[config.mk]
export PLATFORM = sky130hd
export DESIGN_NAME = video_sprite_motion_ctrl
export DESIGN_NICKNAME = d
export VERILOG_FILES = /design/src/rtl/video_sprite_motion_ctrl.sv
export SDC_FILE = /design/constraint.sdc
export NUM_CORES = 1
export LEC_CHECK = 0
export BUFFER_PORTS_ARGS = -buffer_cell sky130_fd_sc_hd__buf_2
export CORE_MARGIN = 2
export CORE_UTILIZATION = 48
export DETAILED_ROUTE_END_ITERATION = 10
export GPL_TIMING_DRIVEN = 0
export PLACE_DENSITY = 0.73
export SYNTH_ARGS = -nofsm -noshare
export SYNTH_HDL_FRONTEND = slang
export SYNTH_SLANG_ARGS = --single-unit
[constraint.sdc]
create_clock -name clk -period 4.5 [get_ports clk]
set_input_delay 0.9 -clock clk [delete_from_list [all_inputs] [get_ports clk]]
set_output_delay 0.9 -clock clk [all_outputs]
set_load 0.02 [all_outputs]
[src/rtl/video_sprite_motion_ctrl.sv]
// Frame-synchronous sprite motion controller: shadowed position/velocity/rate, stepped once per frame.
// Optional feature macro: VIDEO_SPRITE_MOTION_BOUNCE_EN (edge bounce mode; wrap-only when undefined).
module video_sprite_motion_ctrl #(
  parameter int SPRITE_HSIZE = 32,
  parameter int SPRITE_VSIZE = 32,
  parameter int H_DISPLAY    = 640,
  parameter int V_DISPLAY    = 480,
  parameter int VELW         = 8
) (
  input  logic        clk,
  input  logic        rst_n,
  input  logic        stall,
  input  logic        source_vld,
  input  logic        source_frame_start,
  input  logic        cfg_we,
  input  logic [2:0]  cfg_addr,
  input  logic [31:0] cfg_wdata,
  output logic [31:0] x0,
  output logic [31:0] y0,
  output logic [31:0] sprite_rate,
  output logic        bypass,
  output logic        busy,
  output logic        overrun,
  output logic [15:0] frame_cnt
);

  localparam logic signed [15:0] C_HDISP = 16'(H_DISPLAY);
  localparam logic signed [15:0] C_VDISP = 16'(V_DISPLAY);
  localparam logic signed [15:0] C_XMAX  = 16'(H_DISPLAY - SPRITE_HSIZE);
  localparam logic signed [15:0] C_YMAX  = 16'(V_DISPLAY - SPRITE_VSIZE);

  typedef enum logic [2:0] {
    S_IDLE,
    S_WAIT,
    S_STEP_X,
    S_STEP_Y,
    S_COMMIT
  } state_t;

  typedef struct packed {
    logic signed [15:0]     pos;
    logic signed [VELW-1:0] vel;
  } step_t;

  state_t r_state, w_next;

  logic                   r_enable;
  logic                   r_bypass;
  logic                   r_overrun;
  logic [15:0]            r_x0, r_y0;
  logic [31:0]            r_rate;
  logic signed [VELW-1:0] r_dx, r_dy;
  logic signed [15:0]     r_nx, r_ny;
  logic [31:0]            r_sh_x, r_sh_y, r_sh_rate;
  logic signed [VELW-1:0] r_sh_dx, r_sh_dy;
  logic                   r_pend_x, r_pend_y, r_pend_vel;
  logic [15:0]            r_frame_cnt;

  logic                   w_fs;
  logic                   w_bounce;
  logic                   w_busy;
  logic [15:0]            w_xlim, w_ylim;
  step_t                  w_stx, w_sty;

`ifdef VIDEO_SPRITE_MOTION_BOUNCE_EN
  logic r_bounce;
  assign w_bounce = r_bounce;
`else
  assign w_bounce = 1'b0;
`endif

  assign w_fs = source_vld & source_frame_start & ~stall;

  // One axis step: zero velocity never moves or reflects, even if pos sits outside the limit.
  function automatic step_t f_step(input logic [15:0] pos, input logic signed [VELW-1:0] vel,
                                   input logic signed [15:0] disp, input logic signed [15:0] pmax,
                                   input logic bnc);
    logic signed [15:0] n;
    step_t              r;
    n     = $signed(pos) + {{(16-VELW){vel[VELW-1]}}, vel};
    r.pos = $signed(pos);
    r.vel = vel;
    if (vel != '0) begin
      r.pos = n;
      if (bnc) begin
        if (n < 0) begin
          r.pos = '0;
          r.vel = -vel;
        end else if (n > pmax) begin
          r.pos = pmax;
          r.vel = -vel;
        end
      end else begin
        if (n < 0)          r.pos = n + disp;
        else if (n >= disp) r.pos = n - disp;
      end
    end
    return r;
  endfunction

  function automatic logic [15:0] f_clamp(input logic [31:0] v, input logic [15:0] lim);
    return (v > {16'd0, lim}) ? lim : v[15:0];
  endfunction

  always_comb begin
    w_stx  = f_step(r_x0, r_dx, C_HDISP, C_XMAX, w_bounce);
    w_sty  = f_step(r_y0, r_dy, C_VDISP, C_YMAX, w_bounce);
    w_xlim = w_bounce ? C_XMAX : C_HDISP - 16'sd1;
    w_ylim = w_bounce ? C_YMAX : C_VDISP - 16'sd1;
  end

  always_ff @(posedge clk or negedge rst_n) begin
    if (!rst_n) r_state <= S_IDLE;
    else        r_state <= w_next;
  end

  always_comb begin
    w_next = r_state;
    w_busy = 1'b0;
    case (r_state)
      S_IDLE:   if (r_enable) w_next = S_WAIT;
      S_WAIT: begin
        if (!r_enable) w_next = S_IDLE;
        else if (w_fs) w_next = S_STEP_X;
      end
      S_STEP_X: begin
        w_busy = 1'b1;
        w_next = S_STEP_Y;
      end
      S_STEP_Y: begin
        w_busy = 1'b1;
        w_next = S_COMMIT;
      end
      S_COMMIT: begin
        w_busy = 1'b1;
        w_next = r_enable ? S_WAIT : S_IDLE;
      end
      default:  w_next = S_IDLE;
    endcase
  end

  always_ff @(posedge clk or negedge rst_n) begin
    if (!rst_n) begin
      r_enable    <= 1'b0;
      r_bypass    <= 1'b1;
      r_overrun   <= 1'b0;
      r_x0        <= '0;
      r_y0        <= '0;
      r_rate      <= '0;
      r_dx        <= '0;
      r_dy        <= '0;
      r_nx        <= '0;
      r_ny        <= '0;
      r_sh_x      <= '0;
      r_sh_y      <= '0;
      r_sh_rate   <= '0;
      r_sh_dx     <= '0;
      r_sh_dy     <= '0;
      r_pend_x    <= 1'b0;
      r_pend_y    <= 1'b0;
      r_pend_vel  <= 1'b0;
      r_frame_cnt <= '0;
`ifdef VIDEO_SPRITE_MOTION_BOUNCE_EN
      r_bounce    <= 1'b0;
`endif
    end else begin
      case (r_state)
        S_STEP_X: begin
          r_nx <= w_stx.pos;
          r_dx <= w_stx.vel;
        end
        S_STEP_Y: begin
          r_ny <= w_sty.pos;
          r_dy <= w_sty.vel;
        end
        S_COMMIT: begin
          r_x0        <= r_pend_x ? f_clamp(r_sh_x, w_xlim) : r_nx;
          r_y0        <= r_pend_y ? f_clamp(r_sh_y, w_ylim) : r_ny;
          r_rate      <= r_sh_rate;
          if (r_pend_vel) begin
            r_dx <= r_sh_dx;
            r_dy <= r_sh_dy;
          end
          r_pend_x    <= 1'b0;
          r_pend_y    <= 1'b0;
          r_pend_vel  <= 1'b0;
          r_frame_cnt <= r_frame_cnt + 16'd1;
        end
        default: ;
      endcase

      // Placed after the commit so a write in the COMMIT cycle re-arms its pending flag.
      if (cfg_we) begin
        case (cfg_addr)
          3'd0: begin
            r_enable <= cfg_wdata[0];
`ifdef VIDEO_SPRITE_MOTION_BOUNCE_EN
            r_bounce <= cfg_wdata[1];
`endif
            r_bypass <= cfg_wdata[2];
          end
          3'd1: begin
            r_sh_x   <= cfg_wdata;
            r_pend_x <= 1'b1;
          end
          3'd2: begin
            r_sh_y   <= cfg_wdata;
            r_pend_y <= 1'b1;
          end
          3'd3: begin
            r_sh_dx    <= cfg_wdata[VELW-1:0];
            r_sh_dy    <= cfg_wdata[VELW+15:16];
            r_pend_vel <= 1'b1;
          end
          3'd4:    r_sh_rate <= cfg_wdata;
          default: ;
        endcase
      end

      if (w_fs && w_busy)
        r_overrun <= 1'b1;
      else if (cfg_we && cfg_addr == 3'd0 && cfg_wdata[3])
        r_overrun <= 1'b0;
    end
  end

  assign x0          = {16'd0, r_x0};
  assign y0          = {16'd0, r_y0};
  assign sprite_rate = r_rate;
  assign bypass      = r_bypass;
  assign busy        = w_busy;
  assign overrun     = r_overrun;
  assign frame_cnt   = r_frame_cnt;

endmodule

==> impl_metrics.toml <==
[run_status]
status = "completed"

[sta]
finalWorstSetupSlack_ns = 0.605
hold_viol = 0
slew_violations = 0
rsz0062_at_grt = "no"
clock_skew_ns = 0.0272
maxSlewHeadroom_pct = 40.5
layout_min_cycle_time_ns = 3.89
tns_ns = 0
finalCritPeriodShare_pct = 86.5
setup_viol = 0
fmax_mhz = 257
tightestPinTransition_ns = 0.888

[clock_tree]
clkSinkCount = 249
clk_pin_slew_ns = 0.06
cts_setup_buffers = 0
clockBufferDepth = 3
cts_tree = "yes"
ctsResizeCount = 0
ctsHoldBuffers = 0
htreeDepth = 1
clock_latency_ns = 0.55
cts-root-buf = "clkbuf_16"
cts_buffers = 26

[die]
start_util_pct = 49.1
die_x_um = 168
die_area_um2 = 28100
rows = 59
die_h_um = 168
core_area_um2 = 26100
io_pins = 156

[place]
dp.cells = 1741
placed_area_um2 = 14100
place.gp.congestion = 0.879
port-buffer-count = 123
dp_worst_setup_slack_ns = 0.707
dpl.hpwl_um = 24100

[route]
drtAntennaViolNets = 0
drtIter0Drc = 757
vias_per_cell = 5.69
wl_met2_um = 15100
drt_pass1_iterations = 5
num_vias = 10200
maxUsedRoutingLayer = "met4"
avgRoutedWirePerCell_um = 18.3
drc = 0
met1Wirelength_um = 15000
routed_wirelength_um = 32700
met3_length_um = 1870

[final_layout]
antenna_cells = 0
areaGrowthSynthToFinish_pct = 16.6
final_nets = 1512
fill_cells = 2230
design_area_um2 = 15000
drive_gt1_share_pct = 23.7
fin_cells = 1789

[global_route]
grt_first_pass_wirelength_um = 53000
grt_pass1_vias = 9942
overflow = 0
grt_max_degree = 121
antenna_found_initial = 0
grt_usage_pct = 23.3

[critical_path]
critPathKind = "flop to flop"
worstPathMaxFanout = 11
crit_arrival_ns = 4.35
cp_slowest_stage_delay_ns = 0.59
cp_slowest_cell = "a211oi_2"
cp.required_ns = 4.96
start_kind = "flop"
crit_chain = "ha_1 -> clkbuf_1 -> nand2_1 -> nor2_1 -> a21boi_1 -> o31ai_1 -> a211oi_2 -> clkbuf_1 -> nor2_1 -> a311oi_1 -> a21oi_1 -> o31ai_1"
end_kind = "flop"

[synth]
syn_avg_cell_area_um2 = 10.3
synthTopCellsByArea = "dfrtp_1 48%, mux2_2 11%, nand2_1 5.9%"
yosysMostFrequentCell = "dfrtp_1"
seq_area_frac_synth_pct = 48.5
yosysTopAreaCell = "dfrtp_1"
synth_top_area_share_pct = 48.3
synthFlopType = "dfrtp_1"
yosysWarnings = 0
synth_edf_count = 0
synth_cells = 1250
netlist_area_um2 = 12800
async_flop_share_pct = 100
synthDistinctLibCells = 73
ys_ff_latch = 249
synth_commonest_cells = "248 x dfrtp_1, 201 x nand2_1, 130 x mux2_2, 63 x nor2_1, 63 x o21ai_0"

[pwr]
ir_drop_mv = 0.366
p_leak_uw = 0.00724
power.density_nw_per_um2 = 695

[job]
max_cap_viol_count = 0

[hold_path]
hp-class = "primary input to async pin"
flip-flops by register name (all words and copies together) (netlist names):
signal / flops
bypass: 1
frame_cnt: 16
overrun: 1
r_dx: 8
r_dy: 8
r_enable: 1
r_nx: 16
r_ny: 16
r_pend_vel: 1
r_pend_x: 1
r_pend_y: 1
r_sh_dx: 8
r_sh_dy: 8
r_sh_rate: 32
r_sh_x: 32
r_sh_y: 32
r_state: 3
r_x0: 16
r_y0: 16
sprite_rate: 32
layout by cell type, fill, tap and decap left out, types with 10 or more instances in the layout:
cell / instances
and3_1: 25
o21ai_1: 12
buf_2: 123
nand2b_1: 18
o21ai_0: 63
a21oi_1: 49
inv_1: 16
nor2_1: 63
ha_1: 35
o22ai_1: 21
mux2i_1: 14
mux2_2: 130
xnor2_1: 23
xor2_1: 13
nand3_1: 26
nor3_1: 16
clkbuf_1: 55
o211ai_1: 10
dfrtp_1: 248
a21o_1: 15
and2_1: 12
nand2_1: 201
nand4_1: 11
clkbuf_16: 26
conb_1: 32
buf_4: 32
nor4_1: 20
power by group:
group,leakage [µW],switching (µW),internal (µW),total (µW)
logic,0.00364,2870,1870,4740
registers,0.00316,530,2860,3390
clock network,0.000444,904,1370,2270
worst max-delay path, delay by kind of cell, from the launching register on:
kind	cells	cell delay, ns
AO/OA/AOI/OAI	6	1.62
adder cells (fa/ha/maj)	1	0.38
buffers and inverters	2	0.80
flip-flops	1	0.58
AND/OR/NAND/NOR	3	0.42
per-stage QoR:
| stage | power, µW | hold WS, ns | utilization, % |
|---|---|---|---|
| finish | 10400 | 0.157 | 57.3 |
| global route | 11100 | 0.142 | 57.3 |
| CTS | 10400 | 0.144 | 57.3 |
| floorplan | 6810 | 0.435 | - |
| global placement | 7980 | 0.444 | 53.5 |
| detailed placement | 8090 | 0.451 | 53.8 |
metal layers:
layer / GRT usage, % / vias to the layer above
met1: 33.1 / 5017
met4: 5.22 / 0
met2: 38.1 / 339
li1: - / 4786
met5: 0 / -
met3: 3.12 / 45
kinds of logic (layout without fill, tap and decap cells):
logic type | count (synthesis) | count (layout) | synth area share [%]
other | 1 | 32 | 0.0292
flip-flops | 249 | 249 | 48.5
buffers and inverters | 105 | 278 | 4.01
XOR/XNOR | 36 | 36 | 2.46
adder cells (fa/ha/maj) | 37 | 37 | 3.72
AND/OR/NAND/NOR | 427 | 427 | 15.7
AO/OA/AOI/OAI | 251 | 251 | 13.0
multiplexers | 144 | 144 | 12.5
area by class of cell:
type / instances / area (µm²) / share of cell area (%)
buffer: 87 / 448 / 2.99
clock buffer: 36 / 728 / 4.86
clock inverter: 12 / 190 / 1.27
inverter: 18 / 67.6 / 0.451
multi-input combinational: 927 / 6210 / 41.5
sequential: 249 / 6230 / 41.6
tap: 335 / 419 / 2.80
timing repair buffer: 125 / 681 / 4.54
final timing paths:
check                                    from         endpoint  slack, ns  depth (start not counted)
worst min register to register  r_sh_rate[24]  sprite_rate[24]       0.46                          2
worst min-delay path                    rst_n    r_sh_rate[29]       0.16                          1
max in group asynchronous               rst_n     frame_cnt[9]       2.99                          3
min in group clk                r_sh_rate[24]  sprite_rate[24]       0.46                          2
worst max register to register        r_dx[7]          r_nx[9]       0.61                         12
worst max-delay path                  r_dx[7]          r_nx[9]       0.61                         12
Power figures use the tool's default switching activity.
